[src/rtl/i2s_tdm_transmitter_pkg.sv]
// Shared mode encodings and frame-geometry helper for the serial audio transmitter.
package i2s_pkg;
  localparam logic [1:0] MODE_I2S = 2'b00;
  localparam logic [1:0] MODE_LJ  = 2'b01;
  localparam logic [1:0] MODE_TDM = 2'b10;

  function automatic int frame_bit_count(input int channels, input int slot_width);
    return channels * slot_width;
  endfunction
endpackage

[src/rtl/i2s_tdm_transmitter_fifo.sv]
// Frame FIFO with registered full/empty flags; read data is show-ahead so a frame is usable on the pop cycle.
module sync_fifo #(
  parameter int WIDTH = 48,
  parameter int DEPTH = 4
) (
  input  logic             clk,
  input  logic             rstn,
  input  logic             push,
  input  logic             pop,
  input  logic [WIDTH-1:0] din,
  output logic [WIDTH-1:0] dout,
  output logic             full,
  output logic             empty
);
  localparam int AW = (DEPTH > 1) ? $clog2(DEPTH) : 1;

  logic [WIDTH-1:0] mem [DEPTH];
  logic [AW-1:0]    wr_ptr_reg, rd_ptr_reg;
  logic [AW:0]      count_reg, count_next;
  logic             full_reg, empty_reg;
  logic             do_push, do_pop;

  // Pop only sees what was stored before this cycle, so a push into an empty FIFO is never popped at once.
  assign do_pop  = pop && !empty_reg;
  assign do_push = push && !full_reg;

  always_comb begin
    count_next = count_reg + {{AW{1'b0}}, do_push} - {{AW{1'b0}}, do_pop};
  end

  always_ff @(posedge clk) begin
    if (!rstn) begin
      wr_ptr_reg <= '0;
      rd_ptr_reg <= '0;
      count_reg  <= '0;
      full_reg   <= 1'b0;
      empty_reg  <= 1'b1;
    end else begin
      if (do_push) wr_ptr_reg <= wr_ptr_reg + 1'b1;
      if (do_pop)  rd_ptr_reg <= rd_ptr_reg + 1'b1;
      count_reg <= count_next;
      full_reg  <= (count_next == (AW+1)'(DEPTH));
      empty_reg <= (count_next == '0);
    end
  end

  always_ff @(posedge clk) begin
    if (do_push) mem[wr_ptr_reg] <= din;
  end

  assign dout  = mem[rd_ptr_reg];
  assign full  = full_reg;
  assign empty = empty_reg;
endmodule

[src/rtl/i2s_tdm_transmitter.sv]
// I2S / left-justified / TDM (DSP-A) serializer with sclk/lrclk generation and a frame FIFO on the input.
module i2s_tdm_transmitter
  import i2s_pkg::*;
#(
  parameter int SAMPLE_WIDTH = 24,
  parameter int SLOT_WIDTH   = 32,
  parameter int CHANNELS     = 2,
  parameter int CLK_DIV      = 4,
  parameter int FIFO_DEPTH   = 4
) (
  input  logic                             clk,
  input  logic                             rstn,
  input  logic                             enable,
  input  logic [1:0]                       mode,
  input  logic                             s_valid,
  output logic                             s_ready,
  input  logic [CHANNELS*SAMPLE_WIDTH-1:0] s_data,
  output logic                             underrun,
  input  logic                             underrun_clr,
  output logic                             frame_start,
  output logic                             sclk,
  output logic                             lrclk,
  output logic                             sd
);
  localparam int FRAME_BITS = frame_bit_count(CHANNELS, SLOT_WIDTH);
  localparam int BIT_W      = $clog2(FRAME_BITS);
  localparam int DIV_W      = (CLK_DIV > 1) ? $clog2(CLK_DIV) : 1;
  localparam int DATA_W     = CHANNELS * SAMPLE_WIDTH;

  logic [DATA_W-1:0]     fifo_dout;
  logic                  fifo_full, fifo_empty, fifo_pop;
  logic [FRAME_BITS-1:0] frame_vec;

  logic                  running_reg, running_next;
  logic [1:0]            mode_reg, mode_next, cur_mode;
  logic [DIV_W-1:0]      div_reg, div_next;
  logic                  sclk_reg, sclk_next;
  logic [BIT_W-1:0]      bit_reg, bit_next;
  logic [FRAME_BITS-1:0] shift_reg, shift_next;
  logic                  lj_bit_reg, lj_bit_next;
  logic                  sd_reg, sd_next;
  logic                  lrclk_reg, lrclk_next;
  logic                  frame_start_reg, frame_start_next;
  logic                  underrun_reg, underrun_next;
  logic                  load, advance, new_bit, is_lj, is_tdm;

  sync_fifo #(
    .WIDTH (DATA_W),
    .DEPTH (FIFO_DEPTH)
  ) u_fifo (
    .clk   (clk),
    .rstn  (rstn),
    .push  (s_valid),
    .pop   (fifo_pop),
    .din   (s_data),
    .dout  (fifo_dout),
    .full  (fifo_full),
    .empty (fifo_empty)
  );

  assign s_ready = !fifo_full;

  // Slot n sits MSB-first at frame position n*SLOT_WIDTH; an empty FIFO yields a silent frame.
  for (genvar gi = 0; gi < CHANNELS; gi++) begin : g_slot
    assign frame_vec[FRAME_BITS-1-gi*SLOT_WIDTH -: SLOT_WIDTH] = fifo_empty ? '0 :
        (SLOT_WIDTH'(fifo_dout[gi*SAMPLE_WIDTH +: SAMPLE_WIDTH]) << (SLOT_WIDTH - SAMPLE_WIDTH));
  end

  always_comb begin
    cur_mode = running_reg ? mode_reg : mode;
    is_lj    = 1'b0;
    is_tdm   = 1'b0;
    case (cur_mode)
      MODE_LJ:  is_lj  = 1'b1;
      MODE_TDM: is_tdm = 1'b1;
      MODE_I2S: is_lj  = 1'b0;
      default:  is_lj  = 1'b0;
    endcase

    running_next     = running_reg;
    mode_next        = mode_reg;
    div_next         = div_reg;
    sclk_next        = sclk_reg;
    bit_next         = bit_reg;
    shift_next       = shift_reg;
    lj_bit_next      = lj_bit_reg;
    sd_next          = sd_reg;
    lrclk_next       = lrclk_reg;
    frame_start_next = 1'b0;
    load             = 1'b0;
    advance          = 1'b0;
    new_bit          = 1'b0;

    if (!enable) begin
      running_next = 1'b0;
      div_next     = '0;
      sclk_next    = 1'b0;
      bit_next     = '0;
      lj_bit_next  = 1'b0;
      sd_next      = 1'b0;
      lrclk_next   = 1'b0;
    end else if (!running_reg) begin
      running_next = 1'b1;
      mode_next    = mode;
      div_next     = '0;
      bit_next     = '0;
      load         = 1'b1;
    end else if (div_reg == DIV_W'(CLK_DIV - 1)) begin
      div_next  = '0;
      sclk_next = !sclk_reg;
      // Data and word select move only on the falling sclk edge.
      if (sclk_reg) begin
        if (bit_reg == BIT_W'(FRAME_BITS - 1)) begin
          bit_next = '0;
          load     = 1'b1;
        end else begin
          bit_next = bit_reg + 1'b1;
          advance  = 1'b1;
        end
      end
    end else begin
      div_next = div_reg + 1'b1;
    end

    if (load) begin
      shift_next       = frame_vec;
      new_bit          = frame_vec[FRAME_BITS-1];
      frame_start_next = 1'b1;
    end else if (advance) begin
      shift_next = shift_reg << 1;
      new_bit    = shift_reg[FRAME_BITS-2];
    end

    if (load || advance) begin
      lj_bit_next = new_bit;
      // I2S and TDM replay the left-justified stream one bit period late.
      sd_next     = is_lj ? new_bit : lj_bit_reg;
      lrclk_next  = is_tdm ? (bit_next == BIT_W'(FRAME_BITS - 1))
                           : (bit_next < BIT_W'(FRAME_BITS / 2));
    end

    fifo_pop      = load && !fifo_empty;
    underrun_next = (load && fifo_empty) ? 1'b1 : (underrun_clr ? 1'b0 : underrun_reg);
  end

  always_ff @(posedge clk) begin
    if (!rstn) begin
      running_reg     <= 1'b0;
      mode_reg        <= MODE_I2S;
      div_reg         <= '0;
      sclk_reg        <= 1'b0;
      bit_reg         <= '0;
      shift_reg       <= '0;
      lj_bit_reg      <= 1'b0;
      sd_reg          <= 1'b0;
      lrclk_reg       <= 1'b0;
      frame_start_reg <= 1'b0;
      underrun_reg    <= 1'b0;
    end else begin
      running_reg     <= running_next;
      mode_reg        <= mode_next;
      div_reg         <= div_next;
      sclk_reg        <= sclk_next;
      bit_reg         <= bit_next;
      shift_reg       <= shift_next;
      lj_bit_reg      <= lj_bit_next;
      sd_reg          <= sd_next;
      lrclk_reg       <= lrclk_next;
      frame_start_reg <= frame_start_next;
      underrun_reg    <= underrun_next;
    end
  end

  assign sclk        = sclk_reg;
  assign lrclk       = lrclk_reg;
  assign sd          = sd_reg;
  assign frame_start = frame_start_reg;
  assign underrun    = underrun_reg;
endmodule

[config.mk]
export PLATFORM = sky130hd
export DESIGN_NAME = i2s_tdm_transmitter
export DESIGN_NICKNAME = d
export VERILOG_FILES = /design/src/rtl/i2s_tdm_transmitter_pkg.sv /design/src/rtl/i2s_tdm_transmitter_fifo.sv /design/src/rtl/i2s_tdm_transmitter.sv
export SDC_FILE = /design/constraint.sdc
export NUM_CORES = 1
export LEC_CHECK = 0
export BUFFER_PORTS_ARGS = -buffer_cell sky130_fd_sc_hd__buf_4
export CELL_PAD_IN_SITES_DETAIL_PLACEMENT = 2
export CELL_PAD_IN_SITES_GLOBAL_PLACEMENT = 2
export CORE_ASPECT_RATIO = 1.4
export CORE_UTILIZATION = 44
export DETAILED_ROUTE_END_ITERATION = 10
export PLACE_DENSITY = 0.81
export SETUP_SLACK_MARGIN = 0.02
export SLEW_MARGIN = 5
export SYNTH_ARGS = -nofsm -noshare
export SYNTH_HDL_FRONTEND = slang
export SYNTH_SLANG_ARGS = --single-unit
[constraint.sdc]
create_clock -name clk -period 3.8 [get_ports clk]
set_input_delay 0.57 -clock clk [delete_from_list [all_inputs] [get_ports clk]]
set_output_delay 0.57 -clock clk [all_outputs]
set_load 0.005 [all_outputs]
Yosys cells after proc, flatten, opt, wreduce, memory -nomap -nowiden
Memory sizes are Yosys's and may differ from the RTL's. A register that Yosys moved wholly into a read port is not among the register bits.
Cells that the tools add are included.
- add/sub/neg operators: 6
- multipliers: 0
- div/mod/pow operators: 0
- $lt $le $gt $ge: 1
- equal/unequal tests: 7
- shift-type cells: 0
- multiplexer cells: 38
- bitwise operators: 3
- reductions and logical operators: 14
- operator list (kind ; number):
    63-bit 2-to-1 mux ; 2
    32-bit 2-to-1 mux ; 2
    6-bit 2-to-1 mux ; 5
    1-bit 2-to-1 mux ; 26
    6-bit == test (second input constant) ; 2
    2-bit by 1-bit adder with 2-bit output (second input constant) ; 3
    6-bit by 1-bit adder with 6-bit output (second input constant) ; 1
    6-bit < comparator (second input constant) ; 1
    2-bit 2-to-1 mux ; 3
    2-bit == test (second input constant) ; 2
    1-bit logical AND ; 4
    2-bit AND reduction ; 2
    2-bit nonzero test ; 2
    4-bit OR reduction ; 1
    3-bit by 1-bit adder with 3-bit output ; 1
    3-bit == test (second input constant) ; 1
    1-bit logical NOT ; 3
    3-bit logical NOT ; 1
    1-bit NOT ; 3
    3-bit by 1-bit subtractor with 3-bit output ; 1
    2-bit by 1-bit == test with 1-bit output (second input constant) ; 1
    2-bit by 1-bit != test with 1-bit output (second input constant) ; 1
    1-bit logical OR ; 1
- register bits: 89
- bits in latches: 0
- RAM bits: 192
- bits in read-only memories: 0
- input port bits: 55
- output and inout port bits: 6
- word-level logic and storage cells: 86
- memories kept: 1
- memory list (memory ; words ; bits a word ; rd ports ; clocked after Yosys merged registers in ; wr ports ; RTL line ; text):
    u_fifo.mem ; 4 ; 48 ; 1 ; 1 ; 1 ; i2s_tdm_transmitter_fifo.sv:17 ; logic [WIDTH-1:0] mem [DEPTH];

Logic depth before layout (Yosys ltp)
- word-level depth: 10
- mapped depth: 14
- gate-level depth less buffers: 11

Modules after synthesis
Synthesis repeated with hierarchy kept, for this count alone.
- cells, all modules: 695
- area, all modules: 10776.6 um^2
- modules (own cells, without submodules) (module ; instances ; cells each ; area each (um^2) ; seq. area each (um^2)):
    sync_fifo ; 1 ; 298 ; 7425.9 ; 5985.7
    i2s_tdm_transmitter ; 1 ; 397 ; 3350.7 ; 1441.4

Worst setup path after synthesis
No wires, ideal clock.
- kind: register to register
- start: register div_reg[0]
- end: register u_fifo.full_reg (netlist: u_fifo.full)
- library setup time: 80 ps
- arrival time: 2793 ps
- data required time: 3720 ps
- slack: 927 ps
- stages on the path, launching flop included: 15
- buffers on the path: 3
- period minus slack after synthesis: 2873 ps
- path through: dfxtp_1 > ha_1 > buf_2 > and4_1 > a21oi_1 > buf_2 > buf_2 > nor2_1 > ha_1 > inv_1 > ha_1 > fa_1 > xnor2_1 > and2_1 > nor3b_1
- word-level cells in the longest chain between the ends: 8
- ends and longest elaborated chain (item ; RTL line ; text):
    from (decl) ; i2s_tdm_transmitter.sv:36 ; logic [DIV_W-1:0] div_reg, div_next;
    from (signal assigned) ; i2s_tdm_transmitter.sv:162 ; div_reg <= div_next;
    2-bit == test ; i2s_tdm_transmitter.sv:108 ; end else if (div_reg == DIV_W'(CLK_DIV - 1)) begin
    1-bit 2-to-1 mux ; i2s_tdm_transmitter.sv:108 ;
    1-bit 2-to-1 mux ; i2s_tdm_transmitter.sv:102 ; end else if (!running_reg) begin
    1-bit 2-to-1 mux ; i2s_tdm_transmitter.sv:94 ; if (!enable) begin
    1-bit logical AND ; i2s_tdm_transmitter.sv:142 ; fifo_pop = load && !fifo_empty;
    1-bit logical AND ; i2s_tdm_transmitter_fifo.sv:24 ; assign do_pop = pop && !empty_reg;
    named net u_fifo.do_pop ; i2s_tdm_transmitter_fifo.sv:21 ; logic do_push, do_pop;
    3-bit by 1-bit subtractor with 3-bit output ; i2s_tdm_transmitter_fifo.sv:28 ; count_next = count_reg + {{AW{1'b0}}, do_push} - {{AW{1'b0}}, do_pop};
    3-bit == test ; i2s_tdm_transmitter_fifo.sv:42 ; full_reg <= (count_next == (AW+1)'(DEPTH));
    to (signal assigned) ; i2s_tdm_transmitter_fifo.sv:42 ;
    to (decl) ; i2s_tdm_transmitter_fifo.sv:20 ; logic full_reg, empty_reg;
The timed path passes the listed nets, and every way through them passes these cells.
A chain may end at the register's enable or synchronous reset.

Final worst setup path
Same ends and word-level chain as after synthesis.

==> run metrics <==
Max Cap Viol 0; Crit path largest cell delay 0.41 ns; grt total ovfl 0; syn_nets 732; CP cell instances ha_1, and4_1, a21oi_2, nor2_1, ha_1, inv_1, ha_1, fa_1, xnor2_1, and2_1, nor3b_1; CP most frequent cell ha_1; fraction of layout cells with a size suffix above 1 23.8%; initial core utilization 45.0%; Final period util 72.3%; count of cell types in the netlist 45; routed len/inst 26.2 um; top post-synthesis cells by area edfxtp_1 55%, dfxtp_1 16%, mux4_2 10%; DRC Markers 0; YS warnings 0; hold depth 1; Total Routing Usage GR 23.6%; drt pass-1 iters 4; cell area after layout 12200 um2; Hold Path Origin s_data[20]; first-pass GRT wire length 43200 um; Setup Skew 0.0193 ns; final hold violations 0; htree depth 1; Yosys top cell by area edfxtp_1; r2r setup slk 1.05 ns; Worst Path Max Fanout 10; Pleak 0.00407 uW; FF-to-FF path depth 11; CTS tree built; EDFF count, synth 192; RR Startpoint div_reg[0]; Worst-Skew Late Latency 0.55 ns; worst min-delay path endpoint u_fifo.mem[3][20]; VDD IR max 0.428 mV; arrival time worst endpoint 3.22 ns; Seq/Total Area, Yosys 70.8%; Chip Height 185 um; synthesized area 10500 um2; # IOs 61; CTS Buf Count 28; actual slew at the worst max-slew pin 1.04 ns; cell area power density 645 nW/um2; Reg2Reg Capture Point u_fifo.full; Area Overhead vs Synth 16.3%; Worst slew margin 30.4%; clk sinks 275; Period minus WS final 2.75 ns; Synth top area share 55.0%; startpoint types flop; setup repair bufs after CTS 0; Root Driver clkbuf_16; Highest Clock Rate 364 MHz; max FFs per register 192; initial antenna violation count 0; # resized after CTS 0; Final nets 790; syn_area_per_cell 15.7 um2; ant diodes 0; Worst EP required 4.27 ns; Placement Rows 66; Max Slew Vio Count 0; Via Count 6200; number of buffers inserted by hold repair at cts 0; status complete, no violations; Chip Width 132 um; GP Congestion 0.776; hpwl dp 16800 um; Mapped Cells 668; critical path's slowest cell fa_1; Core Region 23300 um2; Final setup violation count 0; die area 24500 um2; DR vias/cell 5.88; DRT Wirelength 27600 um; Crit. End Element flop; Post-Layout Cell Count 1054; port bufs 60; Top FF cell, synth edfxtp_1; RSZ-0062 raised after global routing false; Async SR Flop Fraction 0%; # fillers 2092; WS Path Type reg -> reg; pin count of the biggest net entering global routing 55; Clock transition at path regs 0.06 ns; vias in the first global route 7140; DRT iter0 DRCs 370; Routed Antenna Nets 0; CTS Buffer Depth 3; DP Cell Count 1002; Tightest Hold Check Type in -> reg; setup TNS 0 ns; Placement Cell Area 11200 um2; Yosys reg bits 275
==> layout make-up <==
class	instances	area, um2	area share [%]
inverters	13	48.8	0.400
well taps	306	383	3.14
repair buffers	75	563	4.62
clock inverters	18	224	1.84
multi-input cells	333	2780	22.8
flip-flops and latches	275	7430	60.9
clock buffers	34	764	6.27
==> per-stage QoR <==
stage	hold WS [ns]	total power [uW]	util, %	worst slack, ns
after global placement	0.411	4830	48.1	1.15
after detailed placement	0.421	4970	48.1	1.02
after CTS	0.201	7960	52.4	1.01
after floorplan	0.404	4510	-	0.927
final	0.221	7870	52.4	1.05
after global routing	0.208	8130	52.4	0.857
==> metal layers <==
metal	vias up	share of wire [%]	track usage, %
met3	65	3.4	3.25
met5	-	0	0
met2	141	56	45.2
li1	2711	-	-
met1	3283	37	26.4
met4	0	3.1	9.29
==> power breakdown <==
group	total [uW]	switching [uW]	internal (uW)
clock network	2940	1170	1770
logic	1090	646	447
registers	3840	216	3620
total	7870	2030	5840
==> layout by cell type (no fill, tap or decap), types with 3 or more instances in the layout <==
cell type	instances
a21oi_1	67
clkinv_2	5
nand3_1	6
nor2b_1	3
buf_4	75
ha_1	8
inv_1	13
and4_1	3
a311oi_1	13
nand2b_1	3
nor2_1	12
dfxtp_1	81
mux4_2	48
nand4_1	3
clkbuf_16	29
clkbuf_1	3
and2_2	4
xor2_1	4
clkinvlp_4	3
o221ai_1	34
bufinv_16	5
o21ai_0	4
nand2_1	85
edfxtp_1	192
xnor2_1	3
nor3b_1	3
clkinv_1	4
and2_1	6
==> worst max path at each step <==
stage / start / end / slack [ns] / cells past startpoint
2_1_floorplan: div_reg[0] / u_fifo.full / 0.93 / 14
3_3_place_gp: enable / u_fifo.full / 1.15 / 11
3_5_place_dp: enable / u_fifo.full / 1.02 / 11
4_1_cts: div_reg[0] / u_fifo.full / 1.01 / 11
5_1_grt: div_reg[0] / u_fifo.full / 0.86 / 11
6_report: div_reg[0] / u_fifo.full / 1.05 / 11
==> cells in the mapped netlist, types with 2 or more instances <==
master,number
edfxtp_1,192
nand2_1,85
dfxtp_1,83
a21oi_1,68
mux4_2,48
o221ai_1,34
clkbuf_1,20
buf_2,16
a311oi_1,13
inv_1,13
nor2_1,12
and2_1,10
buf_4,8
ha_1,8
nand3_1,6
o21ai_0,4
xor2_1,4
and4_1,3
nand2b_1,3
nand4_1,3
nor2b_1,3
nor3b_1,3
xnor2_1,3
a21o_1,2
a31oi_1,2
buf_6,2
mux2i_1,2
==> cell families (layout without fill, tap and decap cells) <==
family          Yosys count  in the layout  share of synthesized area [%]
compound gates          133            133                           8.45
xor+xnor                  7              7                          0.585
fa+ha+maj                 9              9                           1.15
buf+inv                  60            140                           2.77
flops                   275            275                           70.8
mux                      50             50                           10.5
simple gates            134            134                           5.74
==> worst max-delay path: cells and delay by family, from the launching register on <==
kind / cells / cell delay [ns]
AOI/OAI and AO/OA: 1 / 0.19
xor gates and xnor gates: 1 / 0.21
adders and majority gates: 4 / 1.22
buffers and inverters: 1 / 0.04
DFF: 1 / 0.31
and+or+nand+nor: 4 / 0.70
No activity file was read; power rests on OpenSTA's default activity.
